[src/rtl/kbd_pkg.sv]
`default_nettype none
// ============================================================================
// Module   : kbd_pkg
// Brief    : Shared constants, FSM state and event type for the button matrix.
// Revision : 1.0 - initial release
// ============================================================================
package kbd_pkg;
    localparam int NUM_COL = 5;
    localparam int NUM_ROW = 5;
    localparam int NUM_KEY = 25;
    localparam int CODE_W  = 5;
    localparam int EVT_W   = 6;

    typedef enum logic [1:0] {
        DRIVE  = 2'd0,
        SETTLE = 2'd1,
        PROC   = 2'd2
    } state_t;

    typedef struct packed {
        logic              press;
        logic [CODE_W-1:0] code;
    } evt_t;
endpackage
`default_nettype wire

[src/rtl/evt_fifo.sv]
`default_nettype none
// ============================================================================
// Module   : evt_fifo
// Brief    : Synchronous FIFO with registered storage and combinational head.
// Revision : 1.0 - initial release
// ============================================================================
module evt_fifo #(
    parameter int WIDTH = 6,
    parameter int DEPTH = 4
) (
    input  logic             clk,
    input  logic             rst,
    input  logic             i_push,
    input  logic [WIDTH-1:0] i_data,
    input  logic             i_pop,
    output logic             o_full,
    output logic             o_empty,
    output logic [WIDTH-1:0] o_head
);
    localparam int AW = $clog2(DEPTH);

    logic [AW:0]      r_wr_ptr;
    logic [AW:0]      r_rd_ptr;
    logic [WIDTH-1:0] r_mem [DEPTH];
    logic             w_pop;
    logic             w_wr;

    // A pop frees a slot in the same cycle, so a push into a full FIFO still lands.
    assign w_pop   = i_pop && !o_empty;
    assign w_wr    = i_push && (!o_full || w_pop);
    assign o_empty = (r_wr_ptr == r_rd_ptr);
    assign o_full  = (r_wr_ptr[AW] != r_rd_ptr[AW]) &&
                     (r_wr_ptr[AW-1:0] == r_rd_ptr[AW-1:0]);
    assign o_head  = o_empty ? '0 : r_mem[r_rd_ptr[AW-1:0]];

    always_ff @(posedge clk or posedge rst) begin
        if (rst) begin
            r_wr_ptr <= '0;
            r_rd_ptr <= '0;
        end else begin
            if (w_wr)  r_wr_ptr <= r_wr_ptr + 1'b1;
            if (w_pop) r_rd_ptr <= r_rd_ptr + 1'b1;
        end
    end

    always_ff @(posedge clk) begin
        if (w_wr) r_mem[r_wr_ptr[AW-1:0]] <= i_data;
    end
endmodule
`default_nettype wire

[src/rtl/btn_matrix_ctrl.sv]
`default_nettype none
// ============================================================================
// Module   : btn_matrix_ctrl
// Brief    : 5x5 button matrix scanner with debounce and press/release events.
// Revision : 1.0 - initial release
// ============================================================================
module btn_matrix_ctrl
    import kbd_pkg::*;
#(
    parameter int SETTLE_CYCLES  = 256,
    parameter int DEBOUNCE_SCANS = 4,
    parameter int FIFO_DEPTH     = 4
) (
    input  logic               clk,
    input  logic               rst,
    output logic [NUM_COL-1:0] btn_x,
    input  logic [NUM_ROW-1:0] btn_y,
    output logic [NUM_KEY-1:0] key_state,
    output logic               evt_valid,
    output logic [EVT_W-1:0]   evt_data,
    input  logic               evt_ready,
    output logic               overflow,
    input  logic               clr_overflow
);
    localparam int CNT_W = $clog2(DEBOUNCE_SCANS + 1);
    localparam int SET_W = $clog2(SETTLE_CYCLES);

    state_t             r_state;
    state_t             w_state_nxt;
    logic [2:0]         r_col;
    logic [2:0]         r_row;
    logic [CODE_W-1:0]  r_key;
    logic [SET_W-1:0]   r_settle;
    logic [NUM_ROW-1:0] r_sync1;
    logic [NUM_ROW-1:0] r_sync2;
    logic [NUM_ROW-1:0] r_row_snap;
    logic [NUM_COL-1:0] r_btn_x;
    logic [NUM_KEY-1:0] r_key_state;
    logic [CNT_W-1:0]   r_cnt [NUM_KEY];
    logic               r_overflow;

    logic               w_sample;
    logic               w_level;
    logic [CNT_W-1:0]   w_cnt_inc;
    logic               w_flip;
    evt_t               w_evt;
    logic               w_full;
    logic               w_empty;
    logic               w_drop;

    assign btn_x     = r_btn_x;
    assign key_state = r_key_state;
    assign overflow  = r_overflow;
    assign evt_valid = !w_empty;

    // Rows are inverted ahead of the flops so a reset value of 0 reads as "released".
    always_ff @(posedge clk or posedge rst) begin
        if (rst) begin
            r_sync1 <= '0;
            r_sync2 <= '0;
        end else begin
            r_sync1 <= ~btn_y;
            r_sync2 <= r_sync1;
        end
    end

    always_ff @(posedge clk or posedge rst) begin
        if (rst) r_state <= DRIVE;
        else     r_state <= w_state_nxt;
    end

    always_comb begin
        w_state_nxt = r_state;
        w_sample    = 1'b0;
        w_level     = 1'b0;
        w_cnt_inc   = '0;
        w_flip      = 1'b0;
        w_evt       = '0;
        case (r_state)
            DRIVE:  w_state_nxt = SETTLE;
            SETTLE: if (r_settle == '0) w_state_nxt = PROC;
            PROC: begin
                if (r_row == 3'(NUM_ROW - 1)) w_state_nxt = DRIVE;
                w_sample  = r_row_snap[r_row];
                w_level   = r_key_state[r_key];
                w_cnt_inc = r_cnt[r_key] + 1'b1;
                w_flip    = (w_sample != w_level) && (w_cnt_inc == CNT_W'(DEBOUNCE_SCANS));
                w_evt     = '{press: ~w_level, code: r_key};
            end
            default: w_state_nxt = DRIVE;
        endcase
    end

    always_ff @(posedge clk or posedge rst) begin
        if (rst) begin
            r_col       <= '0;
            r_row       <= '0;
            r_key       <= '0;
            r_settle    <= '0;
            r_row_snap  <= '0;
            r_btn_x     <= '1;
            r_key_state <= '0;
            for (int i = 0; i < NUM_KEY; i++) r_cnt[i] <= '0;
        end else begin
            case (r_state)
                DRIVE: begin
                    r_btn_x  <= ~(5'b00001 << r_col);
                    r_settle <= SET_W'(SETTLE_CYCLES - 1);
                end
                SETTLE: begin
                    if (r_settle == '0) r_row_snap <= r_sync2;
                    else                r_settle   <= r_settle - 1'b1;
                end
                PROC: begin
                    if (w_sample == w_level) r_cnt[r_key] <= '0;
                    else                     r_cnt[r_key] <= w_flip ? '0 : w_cnt_inc;
                    if (w_flip) r_key_state[r_key] <= ~w_level;
                    r_key <= (r_key == CODE_W'(NUM_KEY - 1)) ? '0 : r_key + 1'b1;
                    if (r_row == 3'(NUM_ROW - 1)) begin
                        r_row <= '0;
                        r_col <= (r_col == 3'(NUM_COL - 1)) ? '0 : r_col + 1'b1;
                    end else begin
                        r_row <= r_row + 1'b1;
                    end
                end
                default: ;
            endcase
        end
    end

    // Full FIFO only accepts when its head leaves in the same cycle.
    assign w_drop = w_flip && w_full && !(evt_valid && evt_ready);

    always_ff @(posedge clk or posedge rst) begin
        if (rst)               r_overflow <= 1'b0;
        else if (w_drop)       r_overflow <= 1'b1;
        else if (clr_overflow) r_overflow <= 1'b0;
    end

    evt_fifo #(
        .WIDTH (EVT_W),
        .DEPTH (FIFO_DEPTH)
    ) u_evt_fifo (
        .clk     (clk),
        .rst     (rst),
        .i_push  (w_flip),
        .i_data  (w_evt),
        .i_pop   (evt_ready),
        .o_full  (w_full),
        .o_empty (w_empty),
        .o_head  (evt_data)
    );
endmodule
`default_nettype wire

[config.mk]
export PLATFORM = sky130hd
export DESIGN_NAME = btn_matrix_ctrl
export DESIGN_NICKNAME = d
export VERILOG_FILES = /design/src/rtl/kbd_pkg.sv /design/src/rtl/evt_fifo.sv /design/src/rtl/btn_matrix_ctrl.sv
export SDC_FILE = /design/constraint.sdc
export NUM_CORES = 1
export LEC_CHECK = 0
export ABC_CLOCK_PERIOD_IN_PS = 5100
export BUFFER_PORTS_ARGS = -buffer_cell sky130_fd_sc_hd__clkbuf_2
export CORE_AREA = 2 2 128 130
export CTS_CLUSTER_SIZE = 24
export DETAILED_ROUTE_END_ITERATION = 6
export DIE_AREA = 0 0 130 132
export GPL_ROUTABILITY_DRIVEN = 1
export GPL_TIMING_DRIVEN = 0
export PLACE_DENSITY_LB_ADDON = 0.1
export SYNTH_ARGS = -nofsm -noshare
export SYNTH_HDL_FRONTEND = slang
export SYNTH_SLANG_ARGS = --single-unit
[constraint.sdc]
create_clock -name clk -period 5.1 [get_ports clk]
set_input_delay 1.02 -clock clk [delete_from_list [all_inputs] [get_ports clk]]
set_output_delay 1.02 -clock clk [all_outputs]
set_load 0.02 [all_outputs]
Yosys cells after proc, flatten, opt, wreduce, memory -nomap -nowiden
Memory sizes are Yosys's and may differ from the RTL's.
Cells that the tools add are included.

storage, ports and cells
  RAM bits = 24
  bits of input ports = 9
  memories = 1
  bits in registers = 148

operators by class
  $lt $le $gt $ge = 5
  equality and inequality tests = 14
  reductions and logical operators = 21
  $add $sub $neg = 7
  bitwise gates (word level) = 7
  multiplexer cells = 33
  shift-type cells = 1

memories
  memory            words  bits a word  read ports  clocked after memory_dff  wr ports  RTL line        text
  u_evt_fifo.r_mem  4      6            1           0                         1         evt_fifo.sv:24  logic [WIDTH-1:0] r_mem [DEPTH];

operator list
  kind                                                                   count
  75-bit AND                                                             1
  75-bit bitwise mux                                                     1
  75-bit 2-to-1 mux                                                      1
  75-bit NOT                                                             1
  25-bit bitwise mux                                                     1
  3-bit 2-to-1 mux                                                       7
  8-bit case mux with 2 select lines                                     1
  3-bit by 1-bit adder with 3-bit output (second input constant)         5
  3-bit binary-select mux with 5-bit select                              1
  3-bit demux with 5-bit select                                          1
  6-bit 2-to-1 mux                                                       2
  1-bit 2-to-1 mux                                                       10
  5-bit NOT                                                              2
  2-bit AND reduction                                                    5
  3-bit equality test (second input constant)                            3
  1-bit logical AND                                                      8
  8-bit zero test                                                        1
  8-bit 2-to-1 mux                                                       1
  8-bit by 1-bit subtractor with 8-bit output (second input constant)    1
  6-bit >= comparator (second input constant)                            1
  5-bit by 6-bit < comparator with 1-bit output (second input constant)  1
  6-bit by 1-bit < comparator with 1-bit output (second input constant)  1
  2-bit inequality test (second input constant)                          3
  5-bit NOT with 6-bit output                                            1
  22 further kinds                                                       28

Longest topological paths before layout
Gate-level depths: netlist of the first run.

  depth in word-level cells = 11
  gate-level depth with buffers = 17
  mapped depth without buffers = 11

Cells and area by module
Synthesis of the first run repeated with hierarchy kept, for this count alone.

unflattened totals
  cell total of the unflattened synthesis = 699
  area total of the unflattened synthesis = 8615.8 um^2

modules (own cells, without submodules)
  module           cells each  sequential area each (um^2)  area an instance (um^2)  instances
  btn_matrix_ctrl  625         3559.7                       7225.7                   1
  evt_fifo         74          870.8                        1390.1                   1

Worst setup path after synthesis of the first run
No wires, ideal clock.

  path kind = register to register
  start = register r_key[0]
  end = memory u_evt_fifo.r_mem[3][0], enable pin
  setup time = 0.378 ns
  clock period less this slack = 3.981 ns
  data required time = 4.722 ns
  cell stages (with the launch flop) = 16
  data arrival time = 3.603 ns
  path slack = 1.119 ns
  buffers on the path = 5
  path through = dfrtp_1 -> buf_2 -> buf_1 -> buf_1 -> mux4_2 -> mux2i_1 -> o21ai_0 -> nand2_1 -> o311ai_0 -> ha_1 -> inv_1 -> and4_1 -> nor2_1 -> buf_2 -> buf_2 -> nor4_2

between the ends
  longest elaborated chain between the ends = 11
  elaborated cells between the ends (all ways) = 14
  classes of those cells = add/sub: 1; eq/ne: 2; mux: 8; bitwise: 1; reduce/logical: 2

RTL lines
  element                                              RTL line                text
  from (decl)                                          btn_matrix_ctrl.sv:32   logic [CODE_W-1:0] r_key;
  from (signal assigned)                               btn_matrix_ctrl.sv:118  r_key <= (r_key == CODE_W'(NUM_KEY - 1)) ? '0 : r_key + 1'b1;
  5-bit NOT with 6-bit output (implied by the code)    btn_matrix_ctrl.sv:86   w_cnt_inc = r_cnt[r_key] + 1'b1;
  3-bit binary-select mux with 5-bit select            btn_matrix_ctrl.sv:86
  3-bit 2-to-1 mux (implied by the code) (2 in a row)  btn_matrix_ctrl.sv:86
  3-bit by 1-bit adder with 3-bit output               btn_matrix_ctrl.sv:86
  3-bit equality test                                  btn_matrix_ctrl.sv:87   w_flip = (w_sample != w_level) && (w_cnt_inc == CNT_W'(DEBOUNCE_SCANS));
  1-bit logical AND (*)                                btn_matrix_ctrl.sv:87
  1-bit 2-to-1 mux (*)                                 btn_matrix_ctrl.sv:79   case (r_state)
  1-bit logical AND (*)                                evt_fifo.sv:30          assign w_wr = i_push && (!o_full || w_pop);
  1-bit 2-to-1 mux (*)                                 evt_fifo.sv:47          if (w_wr) r_mem[r_wr_ptr[AW-1:0]] <= i_data;
  1-bit 2-to-1 mux (implied by the code) (*)           evt_fifo.sv:47
  to (decl)                                            evt_fifo.sv:24

Mark *: on every way between the ends. The rest lies on a longest branch, timed or not. The select of a mux whose other input is x is not followed.

Final worst setup path of the first run
  start = register r_key[0]
  end = memory u_evt_fifo.r_mem[3][3], enable pin

The elaborated chain is that of the path after synthesis.

==> impl_metrics.csv, run 1 <==
group,metric,value,unit
timing,hold_violations,0,
synthesis,yosys-top-cells-count,"dfrtp_1 (143), nand2_1 (90), mux2_2 (68)",
global_routing,antenna_found_initial,0,
synthesis,async_reset_ff_frac,0.860,
timing,fmax,0.217,GHz
place,hpwl,13900,µm
worst_setup_path,crit_path_end_kind,"flop",
worst_setup_path,path_cells,"buf_2 -> buf_1 -> clkbuf_2 -> mux4_2 -> mux2i_1 -> o311ai_0 -> ha_1 -> clkbuf_1 -> clkbuf_1 -> nand3_1 -> nor4_4",
synthesis,yosys-top-cells-area,"dfrtp_1 (42%), mux2_2 (9.0%), edfxtp_1 (8.5%)",
synthesis,synthXorXnorAreaFrac,0.0154,
cells_and_area,layout.cells.non_filler,1010,
timing,setup_tns,0,ps
route,via_count,5989,
floorplan,core,15700,µm²
timing,worst_pin_slew,790,ps
worst_setup_path,critPathMaxFanout,10,
floorplan,top_level_ports,47,
synthesis,synth_top_family_by_area,"multiplexers",
worst_setup_path,r2r_start,"r_key[0]$_DFFE_PP0P_",
hold_path,hold_depth,0,
place,dp.cells,978,
clock_tree,postCtsSetupBuffers,0,
cells_and_area,fin_nets,809,
worst_setup_path,crit_type,"reg -> reg",
clock_tree,cts_buffers,17,
route,wl_per_cell,19.6,µm
route,vias_per_cell,5.93,
route,initialDrtViolationCount,515,
flow_run,maxCapViolCount,0,
synthesis,synth_fa_ha_area_frac,0.0281,
route,wirelength,19800,µm
hold_path,worstHoldPathType,"reg -> reg",
worst_setup_path,worst_ep_required_time,5170,ps
timing,relSlewSlack,0.472,
synthesis,synthCells,715,
timing,setup_viol,0,
route,ant_nets,0,
place,globalplace.congestion,0.847,
route,drtPass1Iterations,7,
synthesis,syn-mean-instance-area,11.8,µm²
clock_tree,cts_tree,"built",
worst_setup_path,crit_family,"buffers and inverters",
clock_tree,clockBufferDepth,2,
synthesis,synth.cell_area,8460,µm²
floorplan,rows,46,
timing,drv_slew,0,
clock_tree,clock_sinks,172,
floorplan,die_h,132,µm
worst_setup_path,max_stage_delay,530,ps
synthesis,synth_warnings,0,
worst_setup_path,crit_cells,11,
synthesis,ys_types,60,
global_routing,grt_pass1_wl,32100,µm
global_routing,grt_usage,0.244,
cells_and_area,drive_gt1_frac,0.282,
worst_setup_path,cp_common_cell,"clkbuf_1",
hold_path,hold_start,"r_sync1[2]$_DFF_PP0_",
cells_and_area,num_antenna_cells,0,
synthesis,synth-seq-cells,172,
clock_tree,cts_root_buf,"clkbuf_16",
status,outcome,"completed",
worst_setup_path,critPathBufInv,5,
power_and_ir_drop,ir_drop,233,µV
synthesis,netlist.area_leader.share,0.423,
clock_tree,clkTransAtPathRegs,70,ps
floorplan,start_util,0.539,
global_routing,first_global_vias,5959,
global_routing,grt.overflow.total,0,
synthesis,syn-num-nets,743,
route,drc,0,
synthesis,synth_compound_area_frac,0.0922,
timing,period_needed,4610,ps
power_and_ir_drop,p_leak,4.18,nW
synthesis,muxShareOfSynthArea,0.164,
worst_setup_path,worst-r2r-cell-count,11,
worst_setup_path,start_kind,"flop",
worst_setup_path,crit_slowest_cell,"o311ai_0",
synthesis,ys_seq_area_frac,0.523,
synthesis,synth_edf_count,24,
cells_and_area,fin_util,0.611,
clock_tree,clkLatencyLatePin,430,ps
timing,rsz0062_at_grt,"no",
worst_setup_path,arrival,4680,ps
synthesis,synth_largest_area_cell,"dfrtp_1",
floorplan,die_w,130,µm
floorplan,dieArea,17200,µm²
synthesis,ys.flop_type,"dfrtp_1",
clock_tree,htree_levels,4,
global_routing,grt_start_max_net_pins,78,
worst_setup_path,r2r-end,"u_evt_fifo.r_mem[3][3]$_DFFE_PP_",
worst_setup_path,r2r_slack,490,ps
place,port_buffers,46,
clock_tree,holdBufCountCts,0,
timing,period_share,0.905,
cells_and_area,area_growth,13.3,%
hold_path,min_to,"r_sync2[2]$_DFF_PP0_",
timing,finClkSkew,11.1,ps
synthesis,synth.most_common_cell,"dfrtp_1",
timing,hold_ws,348,ps
synthesis,synthSimpleGateAreaFrac,0.135,
power_and_ir_drop,power_density,297,nW/µm²
[timing repair]
item / 4_1_cts / 5_1_grt
gates resized for setup: 0 / 2
endpoints found under the hold margin: 0 / 0
endpoints found under the setup margin: 0 / 40
[worst max-delay path by stage]
stage                                     from                                to
after floorplan                            rst          key_state[0]$_DFFE_PP0P_
after global placement                     rst          key_state[3]$_DFFE_PP0P_
after detailed placement  r_key[0]$_DFFE_PP0P_  u_evt_fifo.r_mem[3][1]$_DFFE_PP_
after CTS                 r_key[0]$_DFFE_PP0P_  u_evt_fifo.r_mem[3][1]$_DFFE_PP_
after global routing      r_key[0]$_DFFE_PP0P_  u_evt_fifo.r_mem[3][1]$_DFFE_PP_
final                     r_key[0]$_DFFE_PP0P_  u_evt_fifo.r_mem[3][3]$_DFFE_PP_
[cells by family after synthesis]
family	after synthesis
AND/OR/NAND/NOR	225
XOR/XNOR	14
multiplexers	104
AO/OA/AOI/OAI	102
buffers and inverters	79
flip-flops	172
adder cells (fa/ha/maj)	19
[metrics by stage]
stage	setup slack (ps)	total power [mW]	instance area, µm²
after floorplan	109	1.55	8460
after global placement	-1360	1.58	8960
after detailed placement	1.22	1.59	9000
after CTS	4.38	2.87	9580
after global routing	86.6	2.95	9590
final	486	2.85	9590
[layout make-up]
type | count | area, µm²
repair buffers | 47 | 258
clock buffers | 17 | 425
well taps | 216 | 270
flip-flops and latches | 172 | 4430
plain buffers | 58 | 273
clock inverters | 15 | 160
multi-input cells | 464 | 3690
inverters | 21 | 83.8
fillers | 1284 | 6120
[power by group]
part | internal, mW | switching (mW) | total, mW
registers | 1.40 | 0.00920 | 1.41
clock network | 0.729 | 0.562 | 1.29
logic | 0.0545 | 0.0862 | 0.141
[cells in the final DEF (no fill, tap or decap), drive strengths merged, types with 3 or more instances in the layout]
| cell | instances |
|---|---|
| inv | 27 |
| o32ai | 3 |
| nor3 | 6 |
| nand4 | 3 |
| a21o | 7 |
| a31oi | 5 |
| mux4 | 21 |
| a22oi | 3 |
| xor2 | 5 |
| clkinv | 4 |
| nand2b | 5 |
| mux2 | 68 |
| nor4 | 29 |
| and2 | 11 |
| nor2 | 12 |
| nand2 | 90 |
| mux2i | 15 |
| a211oi | 4 |
| o22ai | 3 |
| buf | 27 |
| nand3 | 42 |
| o41ai | 25 |
| clkinvlp | 3 |
| ha | 19 |
| edfxtp | 24 |
| dfrtp | 143 |
| dfstp | 5 |
| nor3b | 4 |
| xnor2 | 9 |
| a21oi | 5 |
| clkbuf | 95 |
| nor2b | 11 |
| o21ai | 37 |
[registers in the layout, summed over array words and instances (netlist names), 3 cells and up]
register	cells
r_sync2	5
r_row_snap	5
r_cnt	75
r_settle	8
u_evt_fifo.r_mem	24
r_col	3
u_evt_fifo.r_wr_ptr	3
r_sync1	5
key_state	25
r_row	3
r_key	5
btn_x	5
u_evt_fifo.r_rd_ptr	3
[metal layers]
metal  part of all wire  wire length (µm)  vias to the layer above  GRT usage
li1                   -                 -                     2751          -
met1               0.45              8860                     3021      0.352
met2               0.49              9610                      193      0.377
met3              0.048               959                       24     0.0446
met4              0.018               353                        0     0.0771
met5                  0                 0                        -          0
Power figures use the tool's default switching activity.
==> inputs of run 2 (changes only) <==
Settings changed: CELL_PAD_IN_SITES_DETAIL_PLACEMENT set to 2, CELL_PAD_IN_SITES_GLOBAL_PLACEMENT set to 2, CORE_AREA 2 2 128 130 to 2 2 152 154, DIE_AREA 0 0 130 132 to 0 0 154 156, SYNTH_HIERARCHICAL set to 1.
==> impl_metrics.csv, run 2 <==
group,metric,value,unit
clock_tree,htree_levels,4,
worst_setup_path,worst_ep_required_time,5200,ps
power_and_ir_drop,ir_drop,179,µV
global_routing,grt_pass1_wl,41500,µm
route,wirelength,25500,µm
synthesis,ys.flop_type,"dfrtp_1",
route,wl_per_cell,24.0,µm
place,port_buffers,46,
cells_and_area,fin_nets,792,
floorplan,core,22400,µm²
global_routing,grt.overflow.total,0,
place,globalplace.congestion,0.850,
timing,finClkSkew,11.2,ps
global_routing,first_global_vias,6852,
route,dr_wl_met3,821,µm
route,vias_per_cell,5.67,
synthesis,async_reset_ff_frac,0.860,
status,outcome,"completed",
route,via_count,6017,
synthesis,synth_largest_area_cell,"dfrtp_1",
timing,setup_viol,0,
floorplan,rows,55,
cells_and_area,num_antenna_cells,0,
route,initialDrtViolationCount,240,
cells_and_area,fin_area,9820,µm²
floorplan,die_w,154,µm
clock_tree,cts_tree,"built",
timing,worst_pin_slew,1470,ps
synthesis,syn-mean-instance-area,12.3,µm²
cells_and_area,multi_input_area,3900,µm²
timing,hold_violations,0,
worst_setup_path,crit_type,"reg -> reg",
clock_tree,clockBufferDepth,2,
flow_run,maxCapViolCount,0,
synthesis,yosys-top-cells-count,"dfrtp_1 (143), mux2_2 (93), nand2_1 (73)",
worst_setup_path,r2r_slack,240,ps
timing,period_needed,4860,ps
clock_tree,clkTransAtPathRegs,70,ps
synthesis,netlist.area_leader.share,0.415,
global_routing,antenna_found_initial,0,
cells_and_area,fin_util,0.439,
place,place_area,9240,µm²
place,dp_slack,-338,ps
clock_tree,clkLatencyLatePin,430,ps
cells_and_area,area_growth,14.0,%
floorplan,die_h,156,µm
cells_and_area,mostFrequentLayoutCells,"dfrtp_1 (143), mux2_2 (93), nand2_1 (73)",
timing,hold_ws,355,ps
power_and_ir_drop,power,2.70,mW
synthesis,ys_seq_area_frac,0.514,
route,ant_nets,0,
global_routing,grt_start_max_net_pins,92,
timing,period_share,0.952,
timing,layout_setup_ws,243,ps
worst_setup_path,crit_end,"u_evt_fifo/r_mem[3][1]$_DFFE_PP_",
route,wl_met1,11700,µm
cells_and_area,top_register,"r_cnt",
clock_tree,cts_buffers,17,
worst_setup_path,r2r_start,"r_key[0]$_DFFE_PP0P_",
worst_setup_path,r2r-end,"u_evt_fifo/r_mem[3][1]$_DFFE_PP_",
floorplan,dieArea,24000,µm²
timing,relSlewSlack,0.0183,
hold_path,worstHoldPathType,"reg -> reg",
worst_setup_path,start_kind,"flop",
worst_setup_path,critPathMaxFanout,10,
worst_setup_path,worst-r2r-cell-count,17,
cells_and_area,regArea,4430,µm²
synthesis,synth-seq-cells,172,
cells_and_area,largest_reg_flops,75,
route,drc,0,
synthesis,synth.cell_area,8620,µm²
route,met2_length,12500,µm
synthesis,synthCells,699,
cells_and_area,layout_commonest_cell,"dfrtp_1",
cells_and_area,drive_gt1_frac,0.301,
cells_and_area,fillerInstances,2244,
synthesis,ys_types,73,
power_and_ir_drop,power_density,275,nW/µm²
global_routing,grt_usage,0.227,
timing,fmax,0.206,GHz
clock_tree,clock_sinks,172,
route,drtPass1Iterations,4,
floorplan,start_util,0.385,
place,hpwl,18600,µm
timing,setup_tns,0,ps
synthesis,yosys-top-cells-area,"dfrtp_1 (42%), mux2_2 (12%), edfxtp_1 (8.4%)",
place,dp.cells,1031,
worst_setup_path,crit_path_end_kind,"flop",
worst_setup_path,arrival,4960,ps
power_and_ir_drop,p_leak,4.26,nW
synthesis,synth_warnings,6,
synthesis,syn-num-nets,727,
route,highest_layer,"met4",
synthesis,synth_edf_count,24,
timing,drv_slew,0,
worst_setup_path,startpoint,"r_key[0]$_DFFE_PP0P_",
synthesis,synth.most_common_cell,"dfrtp_1",
floorplan,top_level_ports,47,
clock_tree,cts_root_buf,"clkbuf_16",
cells_and_area,layout.cells.non_filler,1062,
==> run 2: changes by cell type in the layout (fill, tap and decap cells not counted), moves of 6 or more <==
cell / before / now
nand3_1: 41 / 14
mux2_2: 68 / 93
o41ai_1: 25 / 0
nor4_1: 27 / 3
o21ai_2: 20 / 0
o21ai_1: 0 / 19
nor2_1: 12 / 30
nand2_1: 90 / 73
a211oi_1: 4 / 16
a2111oi_0: 0 / 10
buf_2: 13 / 5
buf_1: 6 / 0
clkbuf_1: 31 / 25
mux2i_1: 15 / 9
==> run 2: area by class of cell <==
cell class                      instances  share of cell area
Buffer                                 39              0.0201
Clock buffer                           20              0.0465
Clock inverter                         12              0.0115
Inverter                               25              0.0101
Multi-Input combinational cell        461               0.397
Sequential cell                       172               0.451
Tap cell                              285              0.0363
Timing Repair Buffer                   48              0.0270
==> run 2: timing repair <==
item                       in CTS  in global routing
buffers inserted                1                  0
setup endpoints to repair      26                 28
pin swaps                       1                  0
hold buffers                    0                  0
gates resized for setup         1                  2
==> run 2: power breakdown <==
part	total, mW	internal [mW]	switching [mW]
logic	0.0310	0.00500	0.0260
clock network	1.28	0.704	0.577
registers	1.39	1.39	0.00112
total	2.70	2.10	0.604
==> run 2: worst min-delay path by stage <==
| stage | endpoint | cells after the start | slack (ps) | start |
|---|---|---|---|---|
| floorplan | r_sync2[0]$_DFF_PP0_ | 0 | 330 | r_sync1[0]$_DFF_PP0_ |
| global placement | r_sync2[2]$_DFF_PP0_ | 0 | 340 | r_sync1[2]$_DFF_PP0_ |
| detailed placement | r_sync2[2]$_DFF_PP0_ | 0 | 350 | r_sync1[2]$_DFF_PP0_ |
| CTS | r_sync2[1]$_DFF_PP0_ | 0 | 360 | r_sync1[1]$_DFF_PP0_ |
| global route | r_sync2[3]$_DFF_PP0_ | 0 | 370 | r_sync1[3]$_DFF_PP0_ |
| finish | r_sync2[1]$_DFF_PP0_ | 0 | 350 | r_sync1[1]$_DFF_PP0_ |
==> run 2: routing by layer <==
layer,vias to the layer above,GRT usage
met5,-,0
met4,0,0.0538
met3,22,0.0464
met2,85,0.378
met1,3210,0.306
li1,2700,-
==> run 2: cell families (layout without fill, tap and decap cells) <==
logic type                 Yosys count  after routing  synth area share
DFF                                172            172             0.514
and+or+nand+nor                    175            175            0.0996
muxes                              127            127             0.196
adders and majority gates           19             19            0.0276
xor gates and xnor gates            11             11            0.0155
AOI/OAI and AO/OA                  129            129             0.112
buffers and inverters               66            144            0.0346
==> run 2: worst max-delay path, cell delays in order, from the launching register on <==
cell,delay (ps)
dfrtp_1,510
buf_4,290
buf_4,270
clkbuf_4,310
mux4_2,550
mux2_2,280
a21oi_1,150
o211ai_1,170
ha_1,290
inv_1,80
o311a_1,200
a221oi_4,80
buf_4,190
a211oi_4,350
and2_1,270
and2_1,170
o41ai_2,100
inv_1,250
